--- src/rtl/pc_fetch.sv ---
// Instruction fetch front end: one outstanding imem request, single-entry
// instruction hold register, branch/jump redirect with in-flight squash.
//
// state  | meaning
// -------+------------------------------------------------------------
// IDLE   | out of reset, no request issued yet
// REQ    | request presented at pc, waiting for imem_req_ready
// WAIT   | request accepted, waiting for imem_rsp_valid
// HOLD   | instruction held for the decoder until inst_ready
module pc_fetch #(
  parameter logic [31:0] RESET_PC = 32'h0000_0000
) (
  input  logic        clk,
  input  logic        reset,
  input  logic        redirect_valid,
  input  logic [31:0] redirect_target,
  output logic        imem_req_valid,
  output logic [31:0] imem_req_addr,
  input  logic        imem_req_ready,
  input  logic        imem_rsp_valid,
  input  logic [31:0] imem_rsp_data,
  output logic        inst_valid,
  output logic [31:0] inst_data,
  output logic [31:0] inst_pc,
  input  logic        inst_ready,
  output logic        misalign_err
);

  typedef enum logic [1:0] {
    S_IDLE = 2'd0,
    S_REQ  = 2'd1,
    S_WAIT = 2'd2,
    S_HOLD = 2'd3
  } state_e;

  state_e      state_q, state_d;
  logic [31:0] pc_q, pc_d;
  logic        squash_q, squash_d;
  logic [31:0] inst_data_q, inst_data_d;
  logic [31:0] inst_pc_q, inst_pc_d;
  logic        misalign_q, misalign_d;

  logic redir_ok;
  logic redir_bad;

  // A misaligned target is treated as if no redirect happened at all.
  assign redir_ok  = redirect_valid && (redirect_target[1:0] == 2'b00);
  assign redir_bad = redirect_valid && (redirect_target[1:0] != 2'b00);

  always_comb begin
    state_d     = state_q;
    pc_d        = pc_q;
    squash_d    = squash_q;
    inst_data_d = inst_data_q;
    inst_pc_d   = inst_pc_q;
    misalign_d  = redir_bad;

    if (redir_ok) begin
      pc_d = redirect_target;
    end

    case (state_q)
      S_IDLE: begin
        state_d = S_REQ;
      end

      S_REQ: begin
        if (imem_req_ready) begin
          state_d = S_WAIT;
          // The accepted request was for the old pc; drop its response.
          if (redir_ok) begin
            squash_d = 1'b1;
          end
        end
      end

      S_WAIT: begin
        if (imem_rsp_valid) begin
          if (squash_q || redir_ok) begin
            squash_d = 1'b0;
            state_d  = S_REQ;
          end else begin
            inst_data_d = imem_rsp_data;
            inst_pc_d   = pc_q;
            pc_d        = pc_q + 32'd4;
            state_d     = S_HOLD;
          end
        end else if (redir_ok) begin
          squash_d = 1'b1;
        end
      end

      S_HOLD: begin
        if (redir_ok || inst_ready) begin
          state_d = S_REQ;
        end
      end

      default: begin
        state_d = S_IDLE;
      end
    endcase
  end

  always_ff @(posedge clk or posedge reset) begin
    if (reset) begin
      state_q     <= S_IDLE;
      pc_q        <= RESET_PC;
      squash_q    <= 1'b0;
      inst_data_q <= 32'h0;
      inst_pc_q   <= 32'h0;
      misalign_q  <= 1'b0;
    end else begin
      state_q     <= state_d;
      pc_q        <= pc_d;
      squash_q    <= squash_d;
      inst_data_q <= inst_data_d;
      inst_pc_q   <= inst_pc_d;
      misalign_q  <= misalign_d;
    end
  end

  assign imem_req_valid = (state_q == S_REQ);
  assign imem_req_addr  = pc_q;
  assign inst_valid     = (state_q == S_HOLD);
  assign inst_data      = inst_data_q;
  assign inst_pc        = inst_pc_q;
  assign misalign_err   = misalign_q;

endmodule

--- config.mk ---
export PLATFORM = sky130hd
export DESIGN_NAME = pc_fetch
export DESIGN_NICKNAME = d
export VERILOG_FILES = /design/src/rtl/pc_fetch.sv
export SDC_FILE = /design/constraint.sdc
export NUM_CORES = 1
export LEC_CHECK = 0
export BUFFER_PORTS_ARGS = -buffer_cell sky130_fd_sc_hd__clkbuf_2
export CORE_AREA = 2 2 116 118
export DETAILED_ROUTE_END_ITERATION = 10
export DIE_AREA = 0 0 118 120
export PLACE_DENSITY = 0.72
export SLEW_MARGIN = 20
export SYNTH_ARGS = -nofsm -noshare
export SYNTH_HDL_FRONTEND = slang
export SYNTH_SLANG_ARGS = --single-unit
--- constraint.sdc ---
create_clock -name clk -period 3.45 [get_ports clk]
set_input_delay 0.1725 -clock clk [delete_from_list [all_inputs] [get_ports clk]]
set_output_delay 0.1725 -clock clk [all_outputs]
set_load 0.02 [all_outputs]
; ---- Word-level counts from Yosys, hierarchy flattened
; Cells that the tools add are included.
[totals]
register_bits = 100
output_inout_bits = 99
elab_cells = 40
[op_classes]
n_addsub = 1
n_eq_ne = 7
muxes = 14
n_bitwise = 1
reduce_logical = 11
[ops]
columns = op, count
row1 = two-way mux 32 bit, 4
row2 = adder 32 x 3 -> 32 bit (second input constant), 1
row3 = AND reduction 3 bit, 3
row4 = two-way mux 2 bit, 4
row5 = one-hot mux 2 bit (4 select lines), 1
row6 = == test 2 bit (second input constant), 2
row7 = zero test 2 bit, 2
row8 = two-way mux 1 bit, 4
row9 = inequality test 2 x 1 -> 1 bit (second input constant), 2
row10 = nonzero test 2 bit, 2
row11 = inequality test 3 bit (second input constant), 1
row12 = == test 2 x 1 -> 1 bit (second input constant), 1
row13 = logical AND 1 bit, 2
row14 = logical OR 1 bit, 2
row15 = inequality test 2 bit (second input constant), 1
row16 = one-hot mux 1 bit (2 select lines), 1
row17 = NOT 1 bit, 1

; ---- Depth between registers and ports, before layout
; Gate-level depths: netlist of run 1.
[depth]
word_depth = 6
mapped_depth = 8
depth_no_buf = 6

; ---- Least setup slack after synthesis of run 1
; OpenSTA, ideal clock, no wires.
[synth_path]
path_kind = register to register
from = reg pc_q[2] (netlist: imem_req_addr[2])
to = reg pc_q[28] (netlist: imem_req_addr[28])
t_arrival_ns = 1.928
path_slack_ns = 1.440
stages_incl_launch_ff = 8
path_buffers = 2
period_less_slack_ns = 2.010
cell_sequence = dfrtp_1 > ha_1 > and4b_1 > buf_4 > nand4_4 > buf_6 > or4_1 > a31oi_1
[synth_between]
elab_chain_cells = 4
[synth_lines]
columns = item, line_no
row1 = from (decl), 37  ; logic [31:0] pc_q, pc_d;
row2 = from (signal assigned), 115  ; pc_q <= pc_d;
row3 = adder 32 x 3 -> 32 bit, 85  ; pc_d = pc_q + 32'd4;
row4 = two-way mux 32 bit, 79  ; if (squash_q || redir_ok) begin
row5 = two-way mux 32 bit, 78  ; if (imem_rsp_valid) begin
row6 = two-way mux 32 bit, 62  ; case (state_q)
row7 = named net pc_d[28], 37
; The timed path passes the listed nets, and every way through them passes these cells.
; A chain may end at the register's enable or synchronous reset.

; ---- Worst setup path in the final report of run 1
[layout_path]
from = reg state_q[0]
to = reg inst_data_q[5] (netlist: inst_data[5])
[layout_between]
elab_chain_cells = 2
[layout_lines]
columns = item, line_no
row1 = from (decl), 36  ; state_e state_q, state_d;
row2 = from (signal assigned), 114  ; state_q <= state_d;
row3 = == test 2 bit, 62
row4 = AND reduction 3 bit (no source line), --
row5 = to (signal assigned), 117  ; inst_data_q <= inst_data_d;
row6 = to (decl), 39  ; logic [31:0] inst_data_q, inst_data_d;
; No other way between the ends.

==> flow_summary.yaml, run 1 <==
run_status:
  outcome: "finished with violations"
  violations: "hold timing"
yosys:
  netlist_area_sq_mm: 0.00447
  synth_common_cells: "dfrtp_1 (100), mux2_2 (52), nand2_1 (26)"
  synth_area_leaders: "dfrtp_1 (56%), mux2_2 (13%), a31oi_1 (2.4%)"
  synth_area_leader_cell: "dfrtp_1"
  async_flop_share: 1.00
  yosysWarnings: 0
  synth_edf_count: 0
  synth-seq-cells: 100
  avgSynthCellArea_sq_um: 12.0
  yosysTopAreaCellShare: 0.560
  synth_nets: 448
  synth_cells: 373
  yosysMostFrequentCell: "dfrtp_1"
  yosysSeqAreaShare: 0.560
  yosysUniqueCellTypes: 41
  synth-main-ff-cell: "dfrtp_1"
floorplan:
  die-area_sq_mm: 0.0142
  io-pin-count: 169
  die_x_um: 118
  core-area_sq_mm: 0.0130
  rows: 42
  die_h_um: 120
  initial_core_util: 0.344
finish:
  area.growth.synth_to_final_pct: 29.8
  drive_gt1_frac: 0.452
  nNetsFinal: 613
  finish.instance_area_sq_mm: 0.00580
  fillCellCount: 1243
  utilization: 0.447
  diodes: 0
power_and_ir_drop:
  peakVddDrop_mv: 0.464
  p_leak_nw: 2.80
  pwr_density_cell_mw_per_mm2: 748
  finalPower_w: 0.00434
global_routing:
  met2_usage: 0.276
  grt_max_degree: 84
  met3_usage: 0.0504
  met1_usage: 0.205
  busiest_layer: "met2"
  grt_overflow_total: 0
  antenna_found_initial: 0
  grt_usage: 0.164
  grt_first_pass_wirelength_mm: 18.3
  first_global_vias: 3546
sta:
  setup_viol: 0
  rsz0062_at_grt: "false"
  skew_ns: 0.0101
  finalSetupTns_ns: 0
  fin_ws_ns: 1.07
  slew_headroom: 0.510
  fin_crit_ns: 2.38
  fmax_mhz: 420
  final-hold-violation-count: 82
  fin_hold_ws_ns: -0.0335
  tightestPinTransition_ns: 0.735
  final_max_slew_viol_count: 0
  min_period_over_period: 0.690
setup_path:
  required_ns: 3.68
  cp_data_arrival_time_ns: 2.61
  cp-start-kind: "flop"
  crit_type: "flop to flop"
  crit_fanout: 56
  setup.worst_path.end_class: "flop"
detailed_routing:
  drt_iter0_drc: 165
  drt-pass1-iter-count: 4
  drc: 0
  num_vias: 3548
  ant_nets: 0
  wl_per_cell_um: 15.5
  viasPerCell: 4.94
  wirelength_mm: 11.1
clock_tree:
  h-tree-depth: 3
  cts_setup_buffers: 0
  cts_sinks: 100
  root_buffer: "clkbuf_16"
  numCtsBuffers: 9
  cts_tree: "built"
  clkTransAtPathRegs_ns: 0.07
  clock_latency_ns: 0.35
  post_cts_resized: 0
  ctsHoldBuffers: 0
  clock_path_buffers: 2
placed_design:
  io_buffers: 168
  placed_area_sq_mm: 0.00549
  place_congestion: 0.752
  dp_worst_setup_slack_ns: 1.07
  dpl.hpwl_mm: 7.99
run:
  drv_cap: 0
min_path:
  hp-class: "primary input to async pin"
==> worst max-delay path: stages, from the launching register on <==
cell	delay, ns
dfrtp_1	0.43
inv_1	0.08
ha_1	0.26
nand3b_1	0.29
nor2_4	0.15
buf_4	0.56
mux2_2	0.41
==> layout by cell type, fill, tap and decap left out, types with 5 or more instances in the layout <==
cell type,n
nand3_1,12
nor2_1,20
clkbuf_2,168
inv_1,7
nand2_1,26
o31ai_1,12
clkbuf_16,9
buf_4,6
ha_1,5
mux2_2,52
or4_1,11
dfrtp_1,100
o21ai_0,19
nand4_1,10
xor2_1,8
a31oi_1,17
or3_1,6
mux2_1,9
==> per-stage QoR <==
| stage | hold slack (ns) | instances |
|---|---|---|
| 2_1_floorplan | 0.284 | 373 |
| 3_3_place_gp | 0.381 | 703 |
| 3_5_place_dp | 0.381 | 703 |
| 4_1_cts | 0.00997 | 718 |
| 5_1_grt | 0.0241 | 718 |
| 6_report | -0.0335 | 718 |
==> worst paths after layout <==
path | slack (ns) | endpoint | from | depth (start not counted)
hold reg to reg | 0.49 | inst_pc[30] | inst_pc[30] | 2
min in group clk | 0.03 | imem_req_addr[10] | redirect_target[10] | 3
hold / removal | -0.03 | inst_pc[16] | reset | 2
setup reg to reg | 1.07 | inst_data[5] | state_q[0] | 6
max in group asynchronous | 2.73 | inst_pc[27] | reset | 3
setup / recovery | 1.07 | inst_data[5] | state_q[0] | 6
==> report_power, final <==
| part | switching, W | internal, W | leakage [nW] |
|---|---|---|---|
| clock | 0.000420 | 0.000599 | 0.145 |
| combinational | 0.000881 | 0.000597 | 1.40 |
| sequential | 0.000291 | 0.00155 | 1.25 |
==> metal layers <==
metal | routed length (um) | share of wire
met1 | 4750 | 0.43
met2 | 5570 | 0.50
met3 | 671 | 0.060
met4 | 129 | 0.012
met5 | 0 | 0
==> state kept, by name (all words and copies together) (netlist names) <==
signal         count
inst_pc           32
imem_req_addr     32
inst_data         32
squash_q           1
state_q            2
misalign_err       1
==> final cells by class <==
cell class	instances	area, sq um	area share
Sequential cell	100	2500	0.432
Multi-Input combinational cell	245	1850	0.319
Timing Repair Buffer	174	886	0.153
Clock buffer	12	256	0.0442
Tap cell	176	220	0.0380
Clock inverter	3	46.3	0.00799
Inverter	8	35.0	0.00604
==> logic make-up after synthesis <==
group | synth area share
and+or+nand+nor | 0.138
adders and majority gates | 0.0140
buffers and inverters | 0.0286
xor gates and xnor gates | 0.0216
muxes | 0.161
DFF | 0.560
AOI/OAI and AO/OA | 0.0773
No activity file was read; power rests on OpenSTA's default activity.
==> run 2: changes to the inputs <==
--- a/config.mk
+++ b/config.mk
@@ -5,11 +5,12 @@
 export SDC_FILE = /design/constraint.sdc
 export NUM_CORES = 1
 export LEC_CHECK = 0
+export ABC_AREA = 1
 export BUFFER_PORTS_ARGS = -buffer_cell sky130_fd_sc_hd__clkbuf_2
-export CORE_AREA = 2 2 116 118
+export CORE_AREA = 2 2 122 124
 export DETAILED_ROUTE_END_ITERATION = 10
-export DIE_AREA = 0 0 118 120
-export PLACE_DENSITY = 0.72
+export DIE_AREA = 0 0 124 126
+export PLACE_DENSITY = 0.73
 export SLEW_MARGIN = 20
 export SYNTH_ARGS = -nofsm -noshare
 export SYNTH_HDL_FRONTEND = slang
==> constraint.sdc (replaced) <==
create_clock -name clk -period 2 [get_ports clk]
set_input_delay 0.1 -clock clk [delete_from_list [all_inputs] [get_ports clk]]
set_output_delay 0.1 -clock clk [all_outputs]
set_load 0.02 [all_outputs]
==> run 2 against run 1 <==
The run now ends clean. Clock power is 75% higher. First-iteration DRC count grew 70%. Cell count grew 42%. Hold slack improved by 0.057 ns. Routed wire length rose by 28%.
==> flow_summary.yaml, run 2 <==
yosys:
  synth-seq-cells: 100
  synth_area_leaders: "dfrtp_1 (51%), nand2_1 (19%), o21ai_0 (4.6%)"
  avgSynthCellArea_sq_um: 7.92
  netlist_area_sq_mm: 0.00495
  yosysWarnings: 0
  synth_cells: 625
  synth_area_leader_cell: "dfrtp_1"
  yosysMostFrequentCell: "nand2_1"
  async_flop_share: 1.00
  synth_nets: 700
  yosysTopAreaCellShare: 0.506
  yosysUniqueCellTypes: 31
  synth-main-ff-cell: "dfrtp_1"
  synth_edf_count: 0
  yosysSeqAreaShare: 0.506
  synth_common_cells: "nand2_1 (253), dfrtp_1 (100), o21ai_0 (45)"
placed_design:
  place_congestion: 0.833
  dpl.hpwl_mm: 9.76
  dp_cells: 962
  io_buffers: 168
sta:
  fin_crit_ns: 1.67
  tightestPinTransition_ns: 0.557
  min_period_over_period: 0.837
  fmax_mhz: 598
  final-hold-violation-count: 0
  finalSetupTns_ns: 0
  rsz0062_at_grt: "false"
  fin_hold_ws_ns: 0.0231
  slew_headroom: 0.629
  skew_ns: 0.00867
  final_max_slew_viol_count: 0
  setup_viol: 0
global_routing:
  antenna_found_initial: 1
  grt_first_pass_wirelength_mm: 22.7
  grt_usage: 0.187
  first_global_vias: 4649
  grt_overflow_total: 0
  grt_max_degree: 101
setup_path:
  cp_data_arrival_time_ns: 1.95
  crit_type: "flop to flop"
  cp-start-kind: "flop"
  setup.worst_path.end_class: "flop"
  required_ns: 2.28
  crit_fanout: 25
finish:
  final_common_cell: "nand2_1"
  layout_common_cells: "nand2_1 (253), clkbuf_2 (168), dfrtp_1 (100), o21ai_0 (45), nor2_1 (44)"
  fillCellCount: 1415
  nNetsFinal: 901
  drive_gt1_frac: 0.268
  area.growth.synth_to_final_pct: 36.1
  finalNonFillerCells: 1016
floorplan:
  die_x_um: 124
  io-pin-count: 169
  initial_core_util: 0.346
  core-area_sq_mm: 0.0143
  die-area_sq_mm: 0.0156
  die_h_um: 126
  rows: 44
clock_tree:
  clkTransAtPathRegs_ns: 0.07
  cts_setup_buffers: 0
  cts_sinks: 100
  clock_path_buffers: 2
  root_buffer: "clkbuf_16"
  h-tree-depth: 3
  cts_tree: "built"
  clock_latency_ns: 0.35
  numCtsBuffers: 9
detailed_routing:
  drt-pass1-iter-count: 5
  drt_iter0_drc: 281
  wirelength_mm: 14.2
  ant_nets: 0
  drc: 0
  viasPerCell: 4.80
  num_vias: 4872
  wl_per_cell_um: 14.0
min_path:
  hp-class: "primary input to flop"
run_status:
  outcome: "finished, final reports clean"
run:
  drv_cap: 0
power_and_ir_drop:
  pwr_density_cell_mw_per_mm2: 1430
  peakVddDrop_mv: 0.694
  p_leak_nw: 3.48
## run 2: cell type report
type | count | area, sq um | area share
diodes | 1 | 2.50 | 0.000371
flip-flops and latches | 100 | 2500 | 0.371
repair buffers | 217 | 1390 | 0.206
multi-input cells | 455 | 2150 | 0.319
clock inverters | 6 | 71.3 | 0.0106
inverters | 43 | 165 | 0.0245
clock buffers | 10 | 229 | 0.0340
well taps | 184 | 230 | 0.0342
## run 2: what timing repair did
item                                   CTS  global route
hold buffers                            37             0
gates resized for setup                  0             0
endpoints found under the hold margin  135             0
## run 2: per-stage QoR
step / total power [W] / setup WS, ns / cell area, sq um / utilization
2_1_floorplan: 0.00625 / 0.451 / 4950 / -
3_3_place_gp: 0.00776 / 0.368 / 6060 / 0.424
3_5_place_dp: 0.00784 / 0.326 / 6060 / 0.424
4_1_cts: 0.00973 / 0.320 / 6730 / 0.470
5_1_grt: 0.0104 / 0.166 / 6740 / 0.471
6_report: 0.00964 / 0.326 / 6740 / 0.471
## run 2: power by group
group	switching, W	total (W)	internal [W]
clock	0.000806	0.00179	0.000982
combinational	0.00268	0.00413	0.00145
sequential	0.000837	0.00372	0.00289
total	0.00433	0.00964	0.00532
## run 2: per-layer routing
layer  vias to the layer above  GRT usage  share of wire
met5                         -          0              0
met4                         0     0.0740          0.027
met3                        27     0.0548          0.073
met2                       188      0.304           0.48
met1                      2256      0.231           0.42
li1                       2401          -              -
## run 2: worst max-delay path: stages, from the launching register on
cell	delay [ns]
dfrtp_1	0.42
inv_1	0.06
ha_1	0.22
nand2_1	0.09
inv_1	0.06
nand3_4	0.10
buf_12	0.18
buf_4	0.28
nor2_1	0.06
a31oi_1	0.13
## run 2: kinds of logic after synthesis
logic type | synth area share
adder cells (fa/ha/maj) | 0.0126
buffers and inverters | 0.0622
AND/OR/NAND/NOR | 0.324
AO/OA/AOI/OAI | 0.0794
XOR/XNOR | 0.0159
flip-flops | 0.506
## run 2: path summary, 6_finish.rpt
kind	startpoint	endpoint	slack (ns)	depth (start not counted)
worst min-delay path	redirect_target[6]	imem_req_addr[6]	0.02	3
worst max-delay path	state_q[0]	imem_req_addr[3]	0.33	9
max in group asynchronous	reset	imem_req_addr[12]	1.13	4
min in group asynchronous	reset	inst_pc[29]	0.45	4
worst min register to register	inst_data[22]	inst_data[22]	0.48	2
worst max register to register	state_q[0]	imem_req_addr[3]	0.33	9
==> run 3: changes to the inputs <==
==> constraint.sdc (replaced) <==
create_clock -name clk -period 1.35 [get_ports clk]
set_input_delay 0.0675 -clock clk [delete_from_list [all_inputs] [get_ports clk]]
set_output_delay 0.0675 -clock clk [all_outputs]
set_load 0.02 [all_outputs]
==> run 3 against run 2 <==
The flow now finishes with violations (setup timing). Critical path depth grew 1. Combinational power grew 100%. First-iteration DRC count grew 53%. Die area is the same. Global-route usage grew 2.1 points. Non-clock buffer count grew 81. Cell count grew 7.8%. Sequential cell count is the same. Sequential share of layout area shrank 5.8 points. Critical path type unchanged.
==> flow_summary.yaml, run 3 (synthesis results as in run 2) <==
sta:
  fin_ws_ns: -0.177
  rsz0062_at_grt: "true"
  tightestPinTransition_ns: 0.344
  slew_headroom: 0.768
  fin_crit_ns: 1.53
  min_period_over_period: 1.13
  setup_viol: 97
  skew_ns: 0.0102
  final_max_slew_viol_count: 0
  fmax_mhz: 655
  final-hold-violation-count: 0
  fin_hold_ws_ns: 0.00375
setup_path:
  cp-start-kind: "flop"
  cp_num_buf_inv: 5
  cp_data_arrival_time_ns: 1.81
  ff2ff_setup_slack_ns: -0.18
  cpMostUsedCell: "inv_2"
  setup.worst_path.end_class: "flop"
  cp_cell_sequence: "inv_2 -> ha_4 -> nand2_2 -> inv_2 -> nand3_4 -> inv_8 -> buf_12 -> buf_8 -> nand3_1 -> nand3_2"
  critPathMaxStageDelay_ns: 0.39
  critPathTopFamily: "buffers and inverters"
  crit_type: "flop to flop"
  crit_fanout: 9
  required_ns: 1.63
  cp_slowest_cell: "dfrtp_1"
run:
  drv_cap: 0
power_and_ir_drop:
  peakVddDrop_mv: 0.792
  p_leak_nw: 4.06
  pwr_density_cell_mw_per_mm2: 2100
clock_tree:
  clock_latency_ns: 0.35
  h-tree-depth: 3
  clock_path_buffers: 2
  cts_sinks: 100
  clkTransAtPathRegs_ns: 0.07
  cts_tree: "built"
  root_buffer: "clkbuf_16"
  numCtsBuffers: 9
global_routing:
  grt_max_degree: 53
  grt_first_pass_wirelength_mm: 25.3
  first_global_vias: 5106
  antenna_found_initial: 0
  grt_overflow_total: 0
  grt_usage: 0.207
floorplan:
  io-pin-count: 169
  core-area_sq_mm: 0.0143
  die_x_um: 124
  initial_core_util: 0.346
  die-area_sq_mm: 0.0156
  die_h_um: 126
  rows: 44
detailed_routing:
  drt-pass1-iter-count: 5
  num_vias: 5272
  wirelength_mm: 16.2
  drc: 0
  drt_iter0_drc: 429
  wl_per_cell_um: 14.8
  viasPerCell: 4.81
  ant_nets: 0
finish:
  diodes: 0
  finish.instance_area_sq_mm: 0.00801
  nNetsFinal: 982
  final_common_cell: "nand2_1"
  area.growth.synth_to_final_pct: 61.9
  fillCellCount: 1273
  finalNonFillerCells: 1095
  drive_gt1_frac: 0.414
  layout_common_cells: "nand2_1 (217), clkbuf_2 (166), dfrtp_1 (95), buf_4 (60), dlygate4sd3_1 (39)"
placed_design:
  io_buffers: 168
  placed_area_sq_mm: 0.00660
  dp_worst_setup_slack_ns: -0.208
  dpl.hpwl_mm: 10.3
  dp_cells: 1021
  place_congestion: 0.835
run_status:
  outcome: "finished with violations"
  violations: "setup timing"
min_path:
  hp-class: "primary input to flop"
-- run 3: cell count changes in the layout (fill, tap and decap cells not counted), moves of 8 or more --
cell | previous run | this run
buf_6 | 0 | 11
nand2_4 | 0 | 8
buf_4 | 5 | 60
nand2_2 | 2 | 30
o21ai_1 | 1 | 20
o21ai_2 | 0 | 9
o21ai_0 | 45 | 17
nand2_1 | 253 | 217
-- run 3: path summary, 6_finish.rpt --
kind,startpoint,cells after the start,to
max in group asynchronous,reset,4,imem_req_addr[3]
worst max register to register,state_q[0],10,imem_req_addr[20]
min in group asynchronous,reset,4,imem_req_addr[8]
worst min register to register,inst_data[18],2,inst_data[18]
worst min-delay path,redirect_target[24],3,imem_req_addr[24]
worst max-delay path,state_q[0],10,imem_req_addr[20]
-- run 3: stage by stage --
stage / TNS, ns / power, W / utilization
CTS: -10.90 / 0.0164 / 0.541
global placement: -7.22 / 0.0124 / 0.461
detailed placement: -9.66 / 0.0126 / 0.461
floorplan: -5.61 / 0.00940 / -
global route: -18.40 / 0.0179 / 0.560
finish: -10.11 / 0.0168 / 0.560
-- run 3: power breakdown --
part	switching [W]	leakage, nW	internal, W
clock	0.00119	0.176	0.00200
combinational	0.00487	2.64	0.00341
sequential	0.00107	1.25	0.00430
-- run 3: what timing repair did --
item	in CTS	in global routing
hold endpoints to repair	137	0
buffers inserted	10	4
pin swaps	6	12
cloned	5	2
setup endpoints to repair	91	98
hold buffers	39	0
resized for setup	55	56
-- run 3: per-layer routing --
layer,global-route usage,vias up,routed length [um]
met2,0.328,177,7540
met5,0,-,0
met3,0.0376,46,923
met4,0.0859,0,552
met1,0.279,2487,7190
li1,-,2562,-
-- run 3: cell type report --
class	instances	area, sq um	area share
clock buffer	9	225	0.0281
clock inverter	6	138	0.0172
inverter	43	175	0.0219
multi-input combinational	455	2470	0.308
sequential	100	2510	0.313
tap	184	230	0.0287
timing repair buffer	298	2270	0.283
-- run 3: worst min-delay path: cells and delay by family --
kind | cells | cell delay, ns
buffers and inverters | 1 | 0.08
AO/OA/AOI/OAI | 1 | 0.09
AND/OR/NAND/NOR | 1 | 0.08
